File: config.mk
export PLATFORM = sky130hd
export DESIGN_NAME = spi_master_multi_wb
export DESIGN_NICKNAME = d
export VERILOG_FILES = /design/src/rtl/spi_pkg.sv /design/src/rtl/spi_engine.sv /design/src/rtl/spi_master_multi_wb.sv
export SDC_FILE = /design/constraint.sdc
export NUM_CORES = 1
export LEC_CHECK = 0
export ABC_CLOCK_PERIOD_IN_PS = 9500
export CAP_MARGIN = 20
export CORE_ASPECT_RATIO = 0.5
export CORE_UTILIZATION = 40
export CTS_CLUSTER_DIAMETER = 40
export CTS_CLUSTER_SIZE = 16
export DETAILED_ROUTE_END_ITERATION = 10
export PLACE_DENSITY_LB_ADDON = 0.3
export SYNTH_ARGS = -nofsm -noshare
export SYNTH_HDL_FRONTEND = slang
export SYNTH_HIERARCHICAL = 1
export SYNTH_SLANG_ARGS = --single-unit
File: constraint.sdc
create_clock -name clk -period 9.5 [get_ports clk]
set_clock_uncertainty 0.05 [all_clocks]
set_input_delay 2.85 -clock clk [delete_from_list [all_inputs] [get_ports clk]]
set_output_delay 2.85 -clock clk [all_outputs]
set_load 0.03 [all_outputs]
File: src/rtl/spi_pkg.sv
// Shared definitions for the multi-slave SPI master: FSM states, register map,
// control/status bit positions and the transfer-length clamp.
package spi_pkg;

    typedef enum logic [2:0] {
        ST_IDLE,
        ST_SETUP,
        ST_SHIFT,
        ST_HOLD,
        ST_DONE
    } spi_state_e;

    localparam logic [4:0] OFS_STATUS = 5'h00;
    localparam logic [4:0] OFS_CTRL   = 5'h04;
    localparam logic [4:0] OFS_CFG    = 5'h08;
    localparam logic [4:0] OFS_RX     = 5'h0C;
    localparam logic [4:0] OFS_TX     = 5'h10;

    localparam int STAT_READY    = 0;
    localparam int STAT_FINISHED = 1;
    localparam int STAT_BUSY     = 2;
    localparam int STAT_ERR      = 3;

    localparam int CTRL_ARM  = 0;
    localparam int CTRL_CPOL = 1;
    localparam int CTRL_CPHA = 2;

    localparam int CFG_DIV_LSB = 0;
    localparam int CFG_LEN_LSB = 8;
    localparam int CFG_SS_LSB  = 16;
    localparam int CFG_WID     = 20;

    // A length of 0 still moves one bit; anything past the shifter width is cut.
    function automatic logic [7:0] clamp_len(input logic [7:0] len, input int max_wid);
        if (len == 8'd0) return 8'd1;
        if (int'(len) > max_wid) return 8'(max_wid);
        return len;
    endfunction

endpackage

File: src/rtl/spi_engine.sv
// SPI shift engine: sequences SS, generates SCK and shifts one transfer.
//
//   state    | meaning
//   ---------+---------------------------------------------------------
//   ST_IDLE  | SS released, sck follows cpol, waiting for start
//   ST_SETUP | SS asserted, SS_WAIT clocks before the first SCK edge
//   ST_SHIFT | 2*L half-periods of H clocks each, data moving
//   ST_HOLD  | final trailing-edge cycle plus SS_WAIT clocks, SS still low
//   ST_DONE  | SS released, rx valid, waiting for clear
module spi_engine
    import spi_pkg::*;
#(
    parameter int MAX_WID = 32,
    parameter int NUM_SS  = 4,
    parameter int SS_WAIT = 1
) (
    input  logic               clk,
    input  logic               rst,
    input  logic               start_i,
    input  logic               clear_i,
    input  logic               cpol_i,
    input  logic               cpha_i,
    input  logic [7:0]         div_i,
    input  logic [7:0]         len_i,
    input  logic [3:0]         ss_idx_i,
    input  logic [MAX_WID-1:0] tx_i,
    input  logic               miso_i,
    output spi_state_e         state_o,
    output logic [MAX_WID-1:0] rx_o,
    output logic               sck_o,
    output logic               mosi_o,
    output logic [NUM_SS-1:0]  ss_l_o
);

    spi_state_e         state_q;
    logic               cpha_q;
    logic [7:0]         div_q;
    logic [15:0]        cnt_q;
    logic [8:0]         halves_q;
    logic [MAX_WID-1:0] sr_q;
    logic [MAX_WID-1:0] rxs_q;
    logic [MAX_WID-1:0] rx_q;
    logic               sck_q;
    logic               mosi_q;
    logic [NUM_SS-1:0]  ss_q;

    logic [7:0]         len_eff;
    logic [MAX_WID-1:0] tx_al;
    logic               lead;

    // Left-align the word so the first bit out always sits in the MSB.
    always_comb begin
        len_eff = clamp_len(len_i, MAX_WID);
        tx_al   = tx_i << (8'(MAX_WID) - len_eff);
        lead    = ~halves_q[0];
    end

    // Transfer sequencer with registered pin outputs.
    always_ff @(posedge clk or posedge rst) begin
        if (rst) begin
            state_q  <= ST_IDLE;
            cpha_q   <= 1'b0;
            div_q    <= '0;
            cnt_q    <= '0;
            halves_q <= '0;
            sr_q     <= '0;
            rxs_q    <= '0;
            rx_q     <= '0;
            sck_q    <= 1'b0;
            mosi_q   <= 1'b0;
            ss_q     <= '1;
        end else begin
            case (state_q)
                ST_IDLE: begin
                    sck_q <= cpol_i;
                    if (start_i) begin
                        state_q  <= ST_SETUP;
                        cnt_q    <= 16'(SS_WAIT - 1);
                        cpha_q   <= cpha_i;
                        div_q    <= div_i;
                        halves_q <= {len_eff, 1'b0};
                        ss_q     <= ~(NUM_SS'(1) << ss_idx_i);
                        rxs_q    <= '0;
                        if (cpha_i) begin
                            sr_q   <= tx_al;
                            mosi_q <= 1'b0;
                        end else begin
                            sr_q   <= tx_al << 1;
                            mosi_q <= tx_al[MAX_WID-1];
                        end
                    end
                end
                ST_SETUP: begin
                    sck_q <= cpol_i;
                    if (cnt_q == '0) begin
                        state_q <= ST_SHIFT;
                        cnt_q   <= {8'd0, div_q};
                    end else begin
                        cnt_q <= cnt_q - 16'd1;
                    end
                end
                ST_SHIFT: begin
                    if (cnt_q == '0) begin
                        cnt_q    <= {8'd0, div_q};
                        sck_q    <= ~sck_q;
                        halves_q <= halves_q - 9'd1;
                        if (lead ^ cpha_q) begin
                            rxs_q <= (rxs_q << 1) | MAX_WID'(miso_i);
                        end else begin
                            mosi_q <= sr_q[MAX_WID-1];
                            sr_q   <= sr_q << 1;
                        end
                        if (halves_q == 9'd1) begin
                            state_q <= ST_HOLD;
                            cnt_q   <= 16'(SS_WAIT);
                        end
                    end else begin
                        cnt_q <= cnt_q - 16'd1;
                    end
                end
                ST_HOLD: begin
                    sck_q <= cpol_i;
                    if (cnt_q == '0) begin
                        state_q <= ST_DONE;
                        ss_q    <= '1;
                        rx_q    <= rxs_q;
                    end else begin
                        cnt_q <= cnt_q - 16'd1;
                    end
                end
                ST_DONE: begin
                    sck_q <= cpol_i;
                    if (clear_i) state_q <= ST_IDLE;
                end
                default: state_q <= ST_IDLE;
            endcase
        end
    end

    assign state_o = state_q;
    assign rx_o    = rx_q;
    assign sck_o   = sck_q;
    assign mosi_o  = mosi_q;
    assign ss_l_o  = ss_q;

endmodule

File: src/rtl/spi_master_multi_wb.sv
// Wishbone register front end for the multi-slave SPI master.
module spi_master_multi_wb
    import spi_pkg::*;
#(
    parameter int BUS_WID = 32,
    parameter int MAX_WID = 32,
    parameter int NUM_SS  = 4,
    parameter int SS_WAIT = 1
) (
    input  logic                 clk,
    input  logic                 rst,
    input  logic                 miso,
    output logic                 mosi,
    output logic                 sck_wire,
    output logic [NUM_SS-1:0]    ss_L,
    input  logic                 wb_cyc,
    input  logic                 wb_stb,
    input  logic                 wb_we,
    input  logic [BUS_WID/8-1:0] wb_sel,
    input  logic [BUS_WID-1:0]   wb_addr,
    input  logic [BUS_WID-1:0]   wb_dat_w,
    output logic                 wb_ack,
    output logic [BUS_WID-1:0]   wb_dat_r
);

    logic               ack_q;
    logic [BUS_WID-1:0] dat_q;
    logic               arm_q, arm_d;
    logic               cpol_q, cpol_d;
    logic               cpha_q, cpha_d;
    logic               err_q, err_d;
    logic [CFG_WID-1:0] cfg_q;
    logic [BUS_WID-1:0] tx_q;

    spi_state_e         state;
    logic [MAX_WID-1:0] rx;
    logic               req, wr, busy, ss_ok, eng_start, eng_clear;
    logic [4:0]         ofs;
    logic [3:0]         status;
    logic [BUS_WID-1:0] rd_d;
    logic               unused_bits;

    assign unused_bits = ^{wb_sel, wb_addr[BUS_WID-1:5]};

    assign wb_ack   = ack_q & wb_cyc;
    assign wb_dat_r = dat_q;
    assign req      = wb_cyc & wb_stb & ~wb_ack;
    assign wr       = req & wb_we;
    assign ofs      = wb_addr[4:0];
    assign busy     = (state == ST_SETUP) || (state == ST_SHIFT) || (state == ST_HOLD);
    assign ss_ok    = int'(cfg_q[CFG_SS_LSB +: 4]) < NUM_SS;

    // CTRL update and start/clear decisions; arm only starts from IDLE.
    always_comb begin
        arm_d     = arm_q;
        cpol_d    = cpol_q;
        cpha_d    = cpha_q;
        err_d     = err_q;
        eng_start = 1'b0;
        eng_clear = 1'b0;
        if (wr && ofs == OFS_CTRL) begin
            if (!busy) begin
                cpol_d = wb_dat_w[CTRL_CPOL];
                cpha_d = wb_dat_w[CTRL_CPHA];
            end
            if (!wb_dat_w[CTRL_ARM]) begin
                err_d = 1'b0;
                if (!busy) begin
                    arm_d     = 1'b0;
                    eng_clear = (state == ST_DONE);
                end
            end else if (state == ST_IDLE) begin
                if (ss_ok) begin
                    arm_d     = 1'b1;
                    eng_start = 1'b1;
                end else begin
                    err_d = 1'b1;
                end
            end
        end
    end

    // Read mux; unmapped offsets return zero.
    always_comb begin
        status                = '0;
        status[STAT_READY]    = (state == ST_IDLE);
        status[STAT_FINISHED] = (state == ST_DONE);
        status[STAT_BUSY]     = busy;
        status[STAT_ERR]      = err_q;
        rd_d                  = '0;
        case (ofs)
            OFS_STATUS: rd_d = BUS_WID'(status);
            OFS_CTRL:   rd_d = BUS_WID'({cpha_q, cpol_q, arm_q});
            OFS_CFG:    rd_d = BUS_WID'(cfg_q);
            OFS_RX:     rd_d = BUS_WID'(rx);
            OFS_TX:     rd_d = tx_q;
            default:    rd_d = '0;
        endcase
    end

    // Bus handshake and register storage; CFG/TX are frozen while busy.
    always_ff @(posedge clk or posedge rst) begin
        if (rst) begin
            ack_q  <= 1'b0;
            dat_q  <= '0;
            arm_q  <= 1'b0;
            cpol_q <= 1'b0;
            cpha_q <= 1'b0;
            err_q  <= 1'b0;
            cfg_q  <= '0;
            tx_q   <= '0;
        end else begin
            ack_q  <= req;
            if (req) dat_q <= rd_d;
            arm_q  <= arm_d;
            cpol_q <= cpol_d;
            cpha_q <= cpha_d;
            err_q  <= err_d;
            if (wr && !busy) begin
                if (ofs == OFS_CFG) cfg_q <= wb_dat_w[CFG_WID-1:0];
                if (ofs == OFS_TX)  tx_q  <= wb_dat_w;
            end
        end
    end

    spi_engine #(
        .MAX_WID (MAX_WID),
        .NUM_SS  (NUM_SS),
        .SS_WAIT (SS_WAIT)
    ) u_engine (
        .clk      (clk),
        .rst      (rst),
        .start_i  (eng_start),
        .clear_i  (eng_clear),
        .cpol_i   (cpol_d),
        .cpha_i   (cpha_d),
        .div_i    (cfg_q[CFG_DIV_LSB +: 8]),
        .len_i    (cfg_q[CFG_LEN_LSB +: 8]),
        .ss_idx_i (cfg_q[CFG_SS_LSB +: 4]),
        .tx_i     (tx_q[MAX_WID-1:0]),
        .miso_i   (miso),
        .state_o  (state),
        .rx_o     (rx),
        .sck_o    (sck_wire),
        .mosi_o   (mosi),
        .ss_l_o   (ss_L)
    );

endmodule

==> results.cfg <==
[power_and_ir_drop]
power_switching_mw = 0.878
power.total_mw = 2.60
seq_power_share = 0.394
ir_worst_vdd_v = 0.000152
power.leakage_nw = 6.06
comb_power_share = 0.236
power_density_mw_per_mm2 = 178
intPower_mw = 1.73
switching_share = 0.337
clkPwrFrac = 0.370

[floorplan]
core_area_mm2 = 0.0308
die_w_um = 254
die_h_um = 128
ios = 113
start_util = 0.413
dieArea_mm2 = 0.0326
rows = 45

[routing]
drc_errors = 0
drt_first_pass_iters = 6
vias = 10600
routed_wl_um = 37800
wire_per_inst_um = 21.6
ant_nets = 0
dr.first_iter.drc_count = 1187
vias_per_cell = 6.05

[grt]
global_route.usage.met2 = 0.337
grt_overflow = 0
grt_max_degree = 72
grt_pass1_wl_um = 59900
grt_usage = 0.235
grt_pass1_vias = 10000
grt_use_met3 = 0.0443
grtUsageMet1 = 0.365
antenna_found_initial = 1
grt-busiest-layer = met1

[placement]
hpwl_um = 26300
routabilityCongestion = 0.940
port_buffers = 81
dp.cells = 1700

[sta]
rsz0062_at_grt = false
finalSetupViolCount = 0
slew-limit-headroom = 0.309
holdWs_ns = 0.423
hold_viol_final = 0
finalSetupTns_ns = 0
fin_crit_ns = 7.06
period_share = 0.743
max_freq_ghz = 0.142
slew_viol_final = 0
worstMarginPinSlew_ns = 1.03

[logic_synthesis]
synthAdderAreaFrac = 0.00472
synth-simple-area-share = 0.148
ys_seq_area_frac = 0.448
synth_area_mm2 = 0.0127
ys.flop_type = dfrtp_1
synthArstFlopShare = 1.00
synth.area.mux_share = 0.148
avgSynthCellArea_um2 = 10.0
synth_edf_count = 0
synth-compound-area-share = 0.202
synth_xor_area_frac = 0.00688
synth_top_family_by_area = compound AO/OA/AOI/OAI gates
synth_nets = 1352
synth_cell_types = 87
synth_warnings = 6
netlist_instances = 1274
ys_seq_elements = 228

[clock_tree]
cts_hold_buf = 0
htreeDepth = 1
cts.sinks = 228
cts_buffer_depth = 3
cts_resized = 0
post_cts_buffers = 0
clkSlewWorstSetupHoldPaths_ns = 0.07
clock_latency_ns = 0.55
cts_tree = yes
cts-root-buf = clkbuf_16
numCtsBuffers = 24

[layout]
fin_nets = 1384
fillCellCount = 2898
synthToLayoutAreaGrowth_pct = 14.9
final_layout_size_suffix_gt1_frac = 0.168
final_cells = 1747

[worst_setup_path]
crit_required_ns = 6.60
arrival_ns = 4.16
crit_path_end_kind = primary output
startpoint_type = input pin
path_max_fanout = 3
critPathKind = input pin to primary output

[hold_path]
hold_path_class = register to register

[job]
maxCapViolCount = 0

[status]
status = completed
synth_stat cells (6+ instances only):
master	instances	share of area
nand2_1	191	0.056
buf_2	19	0.0075
nor4_1	8	0.0039
nor2b_1	6	0.0029
o221ai_1	9	0.0062
a21oi_1	48	0.019
mux2_4	27	0.032
a221oi_1	26	0.018
nor3_1	22	0.0086
inv_1	15	0.0044
clkbuf_1	59	0.017
mux2i_1	25	0.020
a211oi_1	11	0.0065
a32oi_1	37	0.025
xnor2_1	6	0.0041
o21ai_1	8	0.0031
a21o_1	6	0.0035
buf_4	10	0.0059
dfrtp_1	224	0.44
or3_1	10	0.0049
o211ai_1	12	0.0071
a221o_1	6	0.0047
and3_1	12	0.0059
nand3_1	25	0.0098
mux2_2	81	0.072
nor2_1	94	0.028
a22oi_1	33	0.019
a31oi_1	8	0.0039
a22o_1	19	0.013
mux4_2	12	0.021
o21ai_0	85	0.033
o31ai_1	11	0.0065
nand4_1	6	0.0029
registers in the layout (all words and copies together), names as in the netlist:
name	flops
u_engine/cpha_q	1
u_engine/halves_q	9
u_engine/rxs_q	32
err_q	1
wb_dat_r	32
u_engine/sr_q	32
u_engine/mosi_o	1
cpha_q	1
cfg_q	20
arm_q	1
u_engine/cnt_q	16
cpol_q	1
u_engine/sck_o	1
u_engine/div_q	8
u_engine/ss_l_o	4
tx_q	32
ack_q	1
u_engine/rx_o	32
u_engine/state_o	3
per-stage QoR:
step           setup slack (ns)   util  cell area (µm²)
6_report                   2.44  0.475            14600
5_1_grt                    2.41  0.475            14600
4_1_cts                    2.45  0.474            14600
3_5_place_dp               2.12  0.448            13800
3_3_place_gp               2.22  0.448            13800
2_1_floorplan              2.88      -            12700
power groups by stage:
stage / registers (mW) / logic, mW / clock network, mW
after floorplan: 1.02 / 0.451 / 0
after global placement: 1.04 / 0.594 / 0
after detailed placement: 1.04 / 0.597 / 0
after CTS: 1.02 / 0.600 / 0.984
after global routing: 1.03 / 0.658 / 1.03
final: 1.03 / 0.615 / 0.964
layout by cell type, fill, tap and decap left out, types with 26 or more instances in the layout:
cell type        Yosys  routed
dfrtp_1            224     224
nand2_1            191     190
nor2_1              94      93
o21ai_0             85      85
mux2_2              81      81
clkdlybuf4s50_1      0      81
a21oi_1             48      48
a32oi_1             37      37
a22oi_1             33      33
mux2_4              27      27
a221oi_1            26      26
critical path: stages:
cell	delay [ns]
clkdlybuf4s50_1	0.51
and2_1	0.14
clkdlybuf4s50_1	0.66
final cells by class:
class / instances / area [µm²] / share of cell area
antenna: 1 / 2.50 / 0.000171
clock buffer: 27 / 643 / 0.0440
clock inverter: 16 / 159 / 0.0109
inverter: 16 / 66.3 / 0.00453
multi-input combinational: 932 / 6520 / 0.445
sequential: 228 / 5710 / 0.390
tap: 423 / 529 / 0.0362
timing repair buffer: 104 / 1000 / 0.0686
logic make-up after synthesis:
kind of cell	after synthesis
DFF	228
buffers and inverters	114
muxes	149
AOI/OAI and AO/OA	361
adders and majority gates	5
xor gates and xnor gates	10
and+or+nand+nor	407
routing by layer:
layer | vias up | part of all wire
li1 | 4820 | -
met1 | 5379 | 0.50
met2 | 328 | 0.43
met3 | 38 | 0.061
met4 | 0 | 0.015
met5 | - | 0
path summary, 6_finish.rpt:
path	slack, ns	cells after the start	from	to
worst min-delay path	0.42	2	u_engine/sr_q[0]$_DFFE_PP0P_	u_engine/sr_q[0]$_DFFE_PP0P_
min in group asynchronous	2.79	2	rst	wb_dat_r[2]$_DFFE_PP0N_
max in group asynchronous	5.26	3	rst	u_engine/sr_q[2]$_DFFE_PP0P_
worst min register to register	0.42	2	u_engine/sr_q[0]$_DFFE_PP0P_	u_engine/sr_q[0]$_DFFE_PP0P_
worst max register to register	4.31	14	cfg_q[15]$_DFFE_PP0P_	u_engine/mosi_o$_DFFE_PP0P_
worst max-delay path	2.44	3	wb_cyc	wb_ack
No activity file was read; power rests on OpenSTA's default activity.
